<file path="config.mk">
export PLATFORM = sky130hd
export DESIGN_NAME = crash_course_cpu_instruction_sequencer
export DESIGN_NICKNAME = d
export VERILOG_FILES = /design/src/rtl/crash_course_cpu_pkg.sv /design/src/rtl/crash_course_cpu_instruction_decoder.sv /design/src/rtl/crash_course_cpu_instruction_sequencer.sv
export SDC_FILE = /design/constraint.sdc
export NUM_CORES = 1
export LEC_CHECK = 0
export CAP_MARGIN = 15
export CORE_ASPECT_RATIO = 0.6
export CORE_UTILIZATION = 31
export CTS_BUF_LIST = sky130_fd_sc_hd__clkbuf_4
export DETAILED_ROUTE_END_ITERATION = 12
export PLACE_DENSITY = 0.65
export SYNTH_ARGS = -nofsm -noshare
export SYNTH_HDL_FRONTEND = slang
export SYNTH_SLANG_ARGS = --single-unit
</file>
<file path="constraint.sdc">
create_clock -name clk -period 1.6 [get_ports clk]
set_input_delay 0.16 -clock clk [delete_from_list [all_inputs] [get_ports clk]]
set_output_delay 0.16 -clock clk [all_outputs]
set_load 0.01 [all_outputs]
</file>
<file path="src/rtl/crash_course_cpu_pkg.sv">
// crash_course_cpu_pkg: shared opcodes, sequencer states and instruction field positions
package crash_course_cpu_pkg;
  localparam int INSTR_W     = 16;
  localparam int OPCODE_MSB  = 15;
  localparam int OPCODE_LSB  = 12;
  localparam int OPERAND_MSB = 11;
  localparam int OPERAND_LSB = 0;
  localparam int COND_MSB    = 10;
  localparam int COND_LSB    = 8;
  localparam int DEST_MSB    = 7;
  localparam int DEST_LSB    = 0;
  typedef enum logic [3:0] {
    OP_NOP    = 4'h0,
    OP_JMP    = 4'h1,
    OP_BRANCH = 4'h2,
    OP_CALL   = 4'h3,
    OP_RET    = 4'h4,
    OP_HALT   = 4'hf
  } opcode_e;
  typedef enum logic [2:0] {
    S_IDLE,
    S_FETCH,
    S_WAIT,
    S_EXECUTE,
    S_HALT
  } state_e;
endpackage

</file>
<file path="src/rtl/crash_course_cpu_instruction_decoder.sv">
// crash_course_cpu_instruction_decoder: maps the instruction register to PC control and datapath outputs
module crash_course_cpu_instruction_decoder
  import crash_course_cpu_pkg::*;
(
  input  logic [INSTR_W-1:0] instr,
  input  logic               active,
  input  logic               first,
  output logic               system_start,
  output logic               system_enabled,
  output logic               jump_enable,
  output logic               call_enable,
  output logic               return_enable,
  output logic               branch_enable,
  output logic [2:0]         branch_condition,
  output logic [7:0]         branch_destination,
  output logic [3:0]         exec_opcode,
  output logic [11:0]        exec_operand
);
  logic [3:0] op;
  logic       xfer;
  logic       halt;
  always_comb begin
    op                 = instr[OPCODE_MSB:OPCODE_LSB];
    halt               = op == OP_HALT;
    // the first instruction after start only advances the PC sequentially
    xfer               = active && !first;
    jump_enable        = xfer && (op == OP_JMP || op == OP_CALL || op == OP_RET);
    call_enable        = xfer && op == OP_CALL;
    return_enable      = xfer && op == OP_RET;
    branch_enable      = xfer && op == OP_BRANCH;
    branch_condition   = branch_enable ? instr[COND_MSB:COND_LSB] : 3'd0;
    branch_destination = (branch_enable || (jump_enable && !return_enable)) ? instr[DEST_MSB:DEST_LSB] : 8'd0;
    system_start       = active && first && !halt;
    system_enabled     = active && !first && !halt;
    exec_opcode        = active ? op : 4'd0;
    exec_operand       = active ? instr[OPERAND_MSB:OPERAND_LSB] : 12'd0;
  end
endmodule

</file>
<file path="src/rtl/crash_course_cpu_instruction_sequencer.sv">
// crash_course_cpu_instruction_sequencer: fetch/wait/execute control stage feeding the program counter
module crash_course_cpu_instruction_sequencer
  import crash_course_cpu_pkg::*;
#(
  parameter int ROM_LATENCY       = 1,
  parameter int INSTRUCTION_WIDTH = 16
) (
  input  logic                         clk,
  input  logic                         sync_rst,
  input  logic                         clk_en,
  input  logic                         start_request,
  input  logic                         resume_request,
  input  logic [7:0]                   program_counter,
  output logic                         rom_read_enable,
  output logic [7:0]                   rom_address,
  input  logic [INSTRUCTION_WIDTH-1:0] rom_data,
  output logic                         system_start,
  output logic                         system_enabled,
  output logic                         jump_enable,
  output logic                         call_enable,
  output logic                         return_enable,
  output logic                         branch_enable,
  output logic [2:0]                   branch_condition,
  output logic [7:0]                   branch_destination,
  output logic                         exec_valid,
  output logic [3:0]                   exec_opcode,
  output logic [11:0]                  exec_operand,
  output logic                         halted
);
  if (ROM_LATENCY < 1 || ROM_LATENCY > 3) begin : g_bad_latency
    $error("ROM_LATENCY %0d outside 1..3", ROM_LATENCY);
  end
  if (INSTRUCTION_WIDTH != INSTR_W) begin : g_bad_width
    $error("INSTRUCTION_WIDTH must be %0d", INSTR_W);
  end
  localparam logic [1:0] LAT_LOAD = 2'(ROM_LATENCY - 1);
  state_e             state_q, state_d;
  logic [INSTR_W-1:0] ir_q, ir_d;
  logic [1:0]         cnt_q, cnt_d;
  logic               first_q, first_d;
  logic               ir_halt;
  always_ff @(posedge clk) begin
    if (!sync_rst) begin
      state_q <= S_IDLE;
      ir_q    <= '0;
      cnt_q   <= '0;
      first_q <= 1'b0;
    end else begin
      state_q <= state_d;
      ir_q    <= ir_d;
      cnt_q   <= cnt_d;
      first_q <= first_d;
    end
  end
  always_comb begin
    state_d = state_q;
    ir_d    = ir_q;
    cnt_d   = cnt_q;
    first_d = first_q;
    ir_halt = ir_q[OPCODE_MSB:OPCODE_LSB] == OP_HALT;
    if (clk_en) begin
      case (state_q)
        S_IDLE: if (start_request) begin
          state_d = S_FETCH;
          first_d = 1'b1;
        end
        S_FETCH: begin
          cnt_d   = LAT_LOAD;
          state_d = S_WAIT;
        end
        S_WAIT: if (cnt_q == 2'd0) begin
          ir_d    = rom_data;
          state_d = S_EXECUTE;
        end else cnt_d = cnt_q - 2'd1;
        // a HALT keeps the first flag so a resumed program still starts sequentially
        S_EXECUTE: begin
          state_d = ir_halt ? S_HALT : S_FETCH;
          first_d = ir_halt ? first_q : 1'b0;
        end
        S_HALT: if (resume_request) state_d = S_FETCH;
        default: state_d = S_IDLE;
      endcase
    end
  end
  assign rom_read_enable = state_q == S_FETCH;
  assign rom_address     = rom_read_enable ? program_counter : 8'd0;
  assign exec_valid      = state_q == S_EXECUTE;
  assign halted          = state_q == S_HALT;
  crash_course_cpu_instruction_decoder u_decoder (
    .instr              (ir_q),
    .active             (exec_valid),
    .first              (first_q),
    .system_start       (system_start),
    .system_enabled     (system_enabled),
    .jump_enable        (jump_enable),
    .call_enable        (call_enable),
    .return_enable      (return_enable),
    .branch_enable      (branch_enable),
    .branch_condition   (branch_condition),
    .branch_destination (branch_destination),
    .exec_opcode        (exec_opcode),
    .exec_operand       (exec_operand)
  );
endmodule

</file>
==> impl_metrics.ini, run 1 <==
[logic_synthesis]
syn_area_per_cell_um2 = 8.01
synth_area_um2 = 1400
async_s_r_ff_share_synth = 0
synth.area.top_cells = sky130_fd_sc_hd__dfxtp_1 (31%), sky130_fd_sc_hd__and2_1 (16%), sky130_fd_sc_hd__nand2_1 (7.0%), sky130_fd_sc_hd__a21oi_2 (6.3%), sky130_fd_sc_hd__nand2_2 (4.9%)
synth_top_area_frac = 0.314
ys_seq_elements = 22
synth.lib_cells_used.distinct = 36
synth-edff-count = 0
synth_largest_area_cell = sky130_fd_sc_hd__dfxtp_1
synth_cells = 175
synthesized_nets = 205
ys_seq_area_frac = 0.314
synth-main-ff-cell = sky130_fd_sc_hd__dfxtp_1
yosysWarnings = 0

[cells_and_area]
register_area_um2 = 443
areaGrowthSynthToFinish_pct = 76.3
most_common_cell_after_layout_fill_and_taps_aside = sky130_fd_sc_hd__buf_6
finish.net_count = 307
antenna_cells = 0
final_layout_size_suffix_gt1_frac = 0.500
multi_input_comb_area_um2 = 926
finalNonFillerCells = 336
layout.cells.most_common_list = sky130_fd_sc_hd__buf_6 (32), sky130_fd_sc_hd__clkdlybuf4s50_1 (28), sky130_fd_sc_hd__nand2_1 (25)
fin_util = 0.586
fillers = 390

[floorplanning]
fp-row-count = 18
floorplan.die.width_um = 88.8
starting_density = 0.333
core_region_area_um2 = 4210
ios = 73
dieArea_um2 = 4800
dieHeight_um = 54.1

[outcome]
failed_checks = setup timing
status = finished with violations

[critical_path]
timing.rr.start = state_q[1]
startpoint = state_q[0]
slowest_delay_ns = 0.36
setup.worst_path.end_class = output port
worst-setup-path-type = flip-flop to output port
cp.arrival_ns = 1.65
reg2reg_setup_slack_ns = 0.11
critical_path_required_ns = 1.44
critical_path.most_common_cell = sky130_fd_sc_hd__buf_6
timing.critical_path.slowest_stage_cell = sky130_fd_sc_hd__dfxtp_2
worstSetupStartpointType = flip-flop
timing.rr.end = ir_q[3]
crit_path_cell_trace = nand2_2 -> or2_4 -> clkinv_4 -> nand2_4 -> nor2_4 -> buf_6 -> buf_6 -> and2_4 -> buf_6
crit_path_max_fanout = 4
reg2regPathDepth = 6

[placed_design]
final_weighted_congestion_of_routability_driven_global_placement = 0.748
number_of_buffer_cells_added_on_primary_ports = 72
dp_hpwl_um = 2980
place_worst_setup_slack_ns = -0.269
numPlacedInstances = 321

[sta]
fin_ws_ns = -0.213
hold_vio_cnt_final = 0
finalMaxSlewViolations = 0
fin_skew_ns = 0.00546
grt_setup_unrepaired = yes
final_period_utilization = 1.13
min_period_ns = 1.81
timing.slew.headroom = 0.799
timing.final.setup_violations = 37
worstMarginPinSlew_ns = 0.293
fmax_mhz = 552
totalNegativeSetupSlack_ns = -3.69

[global_routing]
initial_antenna_violation_count = 0
grt_util_all_layers = 0.178
via_count_of_the_first_global_routing_pass = 1292
pin_count_of_the_biggest_net_entering_global_routing = 17
grt-ovfl-total = 0
grt_pass1_wl_um = 6340

[detailed_routing]
detail_route.wl_per_cell_um = 12.2
postRouteWirelength_um = 4090
detail-route-antenna-nets = 0
num_vias = 1491
first_pass_iters = 4
drc = 0
initialDrtViolationCount = 42
routed_via_density = 4.44

[clock_tree]
tritoncts = yes
clockBufferDepth = 2
path_clk_slew_ns = 0.12
sink_count_of_the_clock_tree = 22
h-tree-depth = 1
clock_latency_ns = 0.30
ctsRootBufferMaster = sky130_fd_sc_hd__clkbuf_4
cts-buffers-inserted = 3

[pwr]
power.density_nw_per_um2 = 445
power_spent_charging_and_discharging_nets_mw = 0.288
pwr-share-clk = 0.226
leakage_power_nw = 1.04
share_of_total_power_in_sequential_cells = 0.522
comb_power_share = 0.252
irDropWorstVdd_v = 0.000235
power.internal_mw = 0.811
power_switching_share = 0.262

[worst_hold_path]
hold_path_class = input pin to flip-flop
hold_start = rom_data[2]
min_to = ir_q[2]
timing.hold.worst_path_depth = 3

[flow_run]
count_of_max_cap_constraint_violations = 0
## repair_timing
action	in CTS	in global routing
hold buffers	0	0
cloned	1	0
gates resized for setup	201	37
pin swaps	11	9
buffers inserted	7	3
setup endpoints to repair	44	43
## power by group through the flow
stage          Sequential [mW]  Combinational (mW)  Clock [mW]
2_1_floorplan            0.583               0.117           0
3_3_place_gp             0.582               0.260           0
3_5_place_dp             0.582               0.260           0
4_1_cts                  0.572               0.272       0.260
5_1_grt                  0.576               0.298       0.289
6_report                 0.573               0.277       0.249
## layout make-up
type / count / area share
clock inverter: 1 / 0.00152
multi-input combinational: 137 / 0.375
tap: 60 / 0.0304
clock buffer: 3 / 0.00912
timing repair buffer: 107 / 0.394
sequential: 22 / 0.179
inverter: 6 / 0.0111
## sequential cells by signal, summed over array words and instances, names as in the netlist
| register | flops |
|---|---|
| ir_q | 16 |
| first_q | 1 |
| state_q | 3 |
| cnt_q | 2 |
## worst max-delay path by stage
stage / cells after the start / slack [ns] / end
after CTS: 9 / -0.24 / branch_destination[4]
after global routing: 9 / -0.31 / branch_destination[2]
final: 9 / -0.21 / branch_destination[4]
after global placement: 7 / -0.23 / branch_destination[2]
after detailed placement: 7 / -0.27 / branch_destination[5]
after floorplan: 7 / 0.16 / return_enable
## per-stage QoR
stage,hold slack [ns],instance area [um2],power [mW]
2_1_floorplan,0.276,1400,0.700
6_report,0.392,2470,1.10
5_1_grt,0.389,2470,1.16
3_5_place_dp,0.457,2280,0.842
4_1_cts,0.378,2290,1.10
3_3_place_gp,0.453,2280,0.842
## per-layer routing
| layer | vias up | global-route usage | share of wire |
|---|---|---|---|
| li1 | 773 | - | - |
| met1 | 676 | 0.263 | 0.53 |
| met2 | 40 | 0.250 | 0.40 |
| met3 | 2 | 0.0567 | 0.069 |
| met4 | 0 | 0.0323 | 0.0054 |
| met5 | - | 0 | 0 |
## synthesized netlist by cell type, types with 2 or more instances
library cell and n:
sky130_fd_sc_hd__buf_6 5, sky130_fd_sc_hd__nor3b_2 2, sky130_fd_sc_hd__nand2_2 11, sky130_fd_sc_hd__nand2_1 26
sky130_fd_sc_hd__nor2b_1 2, sky130_fd_sc_hd__nor2_1 12, sky130_fd_sc_hd__dlymetal6s2s_1 2, sky130_fd_sc_hd__buf_2 2
sky130_fd_sc_hd__nor2_4 2, sky130_fd_sc_hd__and3_1 3, sky130_fd_sc_hd__o21ai_0 4, sky130_fd_sc_hd__dfxtp_1 22
sky130_fd_sc_hd__a31oi_1 2, sky130_fd_sc_hd__and2_1 35, sky130_fd_sc_hd__a21oi_2 10, sky130_fd_sc_hd__inv_1 5
sky130_fd_sc_hd__nand3_1 3, sky130_fd_sc_hd__a21oi_1 9
## worst max-delay path: cells and delay by family (launching register included)
family / cells / cell delay [ns]
and+or+nand+nor: 5 / 0.62
buffers and inverters: 4 / 0.38
DFF: 1 / 0.36
## cell families (layout without fill, tap and decap cells)
logic type / Yosys count / count (layout) / share of synthesized area
simple gates: 105 / 105 / 0.427
compound gates: 30 / 30 / 0.147
flops: 22 / 22 / 0.314
buf+inv: 16 / 117 / 0.0955
fa+ha+maj: 1 / 1 / 0.00893
mux: 1 / 1 / 0.00714
Power figures use the tool's default switching activity.
==> run 2, diff against run 1 <==
- SKIP_LAST_GASP: not set -> 1
==> run 2 against run 1 <==
Against the previous run:
- the flow still finishes with violations (setup timing)
- clock-buffer cell count stayed put
- critical path depth stayed put
- register-to-register slack hardly changed
- largest cell class unchanged
- highest routed layer unchanged
==> impl_metrics.ini, run 2 (same netlist as run 1, synthesis figures left out) <==
[outcome]
status = finished with violations
failed_checks = setup timing

[pwr]
power_spent_charging_and_discharging_nets_mw = 0.289
share_of_total_power_in_sequential_cells = 0.521
power.internal_mw = 0.812
power_switching_share = 0.263
leakage_power_nw = 1.04
pwr-share-clk = 0.227
irDropWorstVdd_v = 0.000235
total_power_mw = 1.10
power.density_nw_per_um2 = 445
comb_power_share = 0.253

[critical_path]
critical_path_required_ns = 1.44
reg2reg_setup_slack_ns = 0.11
worst-setup-path-type = flip-flop to output port
setup.worst_path.end_class = output port
worstSetupStartpointType = flip-flop
reg2regPathDepth = 6
timing.rr.end = ir_q[3]
cp.arrival_ns = 1.66
crit_path_max_fanout = 4
timing.rr.start = state_q[1]

[clock_tree]
ctsRootBufferMaster = sky130_fd_sc_hd__clkbuf_4
clock_latency_ns = 0.30
path_clk_slew_ns = 0.12
sink_count_of_the_clock_tree = 22
h-tree-depth = 1
clockBufferDepth = 2
tritoncts = yes
cts-buffers-inserted = 3

[placed_design]
final_weighted_congestion_of_routability_driven_global_placement = 0.748
placed_cell_area_um2 = 2280
dp_hpwl_um = 2980
numPlacedInstances = 321
number_of_buffer_cells_added_on_primary_ports = 72
place_worst_setup_slack_ns = -0.269

[detailed_routing]
detail_route.wl_per_cell_um = 12.1
postRouteWirelength_um = 4090
routed_via_density = 4.41
detail-route-antenna-nets = 0
drc = 0
initialDrtViolationCount = 40
first_pass_iters = 4
num_vias = 1485

[floorplanning]
floorplan.die.width_um = 88.8
ios = 73
starting_density = 0.333
core_region_area_um2 = 4210
dieArea_um2 = 4800
dieHeight_um = 54.1
fp-row-count = 18

[cells_and_area]
final_layout_size_suffix_gt1_frac = 0.498
most_common_cell_after_layout_fill_and_taps_aside = sky130_fd_sc_hd__buf_6
stdcell_area_um2 = 2470
largest_register_ffs = 16
finalNonFillerCells = 337
largestRegisters = ir_q: 16 flops, state_q: 3 flops, cnt_q: 2 flops
layout.cells.most_common_list = sky130_fd_sc_hd__buf_6 (32), sky130_fd_sc_hd__clkdlybuf4s50_1 (28), sky130_fd_sc_hd__nand2_1 (25)
registers.top_by_ff_count = ir_q
fin_util = 0.587
areaGrowthSynthToFinish_pct = 76.4
antenna_cells = 0
finish.net_count = 308

[worst_hold_path]
timing.hold.worst_path_depth = 3
hold_start = rom_data[2]
min_to = ir_q[2]
hold_path_class = input pin to flip-flop

[global_routing]
grt_pass1_wl_um = 6350
grt_util_all_layers = 0.179
via_count_of_the_first_global_routing_pass = 1292
initial_antenna_violation_count = 0
grt-ovfl-total = 0
pin_count_of_the_biggest_net_entering_global_routing = 17

[sta]
totalNegativeSetupSlack_ns = -3.89
timing.slew.headroom = 0.799
final.hold.worst_slack_ns = 0.391
timing.final.setup_violations = 38
grt_setup_unrepaired = yes
fin_ws_ns = -0.215
final_period_utilization = 1.13
worstMarginPinSlew_ns = 0.293
finalMaxSlewViolations = 0
fin_skew_ns = 0.00634
hold_vio_cnt_final = 0
fmax_mhz = 551
min_period_ns = 1.82

[flow_run]
count_of_max_cap_constraint_violations = 0
-- run 2: how the worst max path moves through the flow --
stage,from,to
global placement,state_q[1],branch_destination[2]
detailed placement,state_q[1],branch_destination[5]
CTS,state_q[1],branch_destination[4]
finish,state_q[0],branch_destination[4]
global route,state_q[0],branch_destination[2]
floorplan,state_q[1],return_enable
-- run 2: metal layers --
metal  vias to the layer above  wire, um  global-route usage
met4                         0        22              0.0323
met2                        40      1610               0.250
met5                         -         0                   0
li1                        776         -                   -
met3                         2       281              0.0598
met1                       667      2180               0.263
-- run 2: critical path, cell delays in order (launching register included) --
cell	delay, ns
sky130_fd_sc_hd__dfxtp_2	0.36
sky130_fd_sc_hd__nand2_2	0.06
sky130_fd_sc_hd__or2_4	0.25
sky130_fd_sc_hd__clkinv_4	0.07
sky130_fd_sc_hd__nand2_4	0.04
sky130_fd_sc_hd__nor2_4	0.14
sky130_fd_sc_hd__buf_6	0.13
sky130_fd_sc_hd__buf_6	0.09
sky130_fd_sc_hd__and2_4	0.13
sky130_fd_sc_hd__buf_6	0.09
-- run 2: power by group through the flow --
stage,combinational (mW),clock [mW],sequential (mW)
after detailed placement,0.260,0,0.582
final,0.278,0.249,0.573
after global placement,0.260,0,0.582
after global routing,0.299,0.289,0.576
after CTS,0.271,0.260,0.572
after floorplan,0.117,0,0.583
-- run 2: what timing repair did --
| item | in CTS | in global routing |
|---|---|---|
| resized for setup | 195 | 42 |
| hold buffers | 0 | 0 |
| endpoints found under the setup margin | 44 | 43 |
| setup buffers | 7 | 4 |
| pin swaps | 11 | 9 |
| gates cloned | 1 | 0 |
-- run 2: cell type report --
cell class / count / area [um2]
Tap cell: 60 / 75.1
Fill cell: 387 / 1740
Clock inverter: 1 / 3.75
Clock buffer: 3 / 22.5
Sequential cell: 22 / 443
Inverter: 6 / 27.5
Timing Repair Buffer: 108 / 977
Multi-Input combinational cell: 137 / 923
==> run 3, diff against run 2 <==
- CTS_CLUSTER_SIZE: not set -> 25
==> results of run 3 <==
No change in the layout: final DEF, timing and power equal those of run 2.
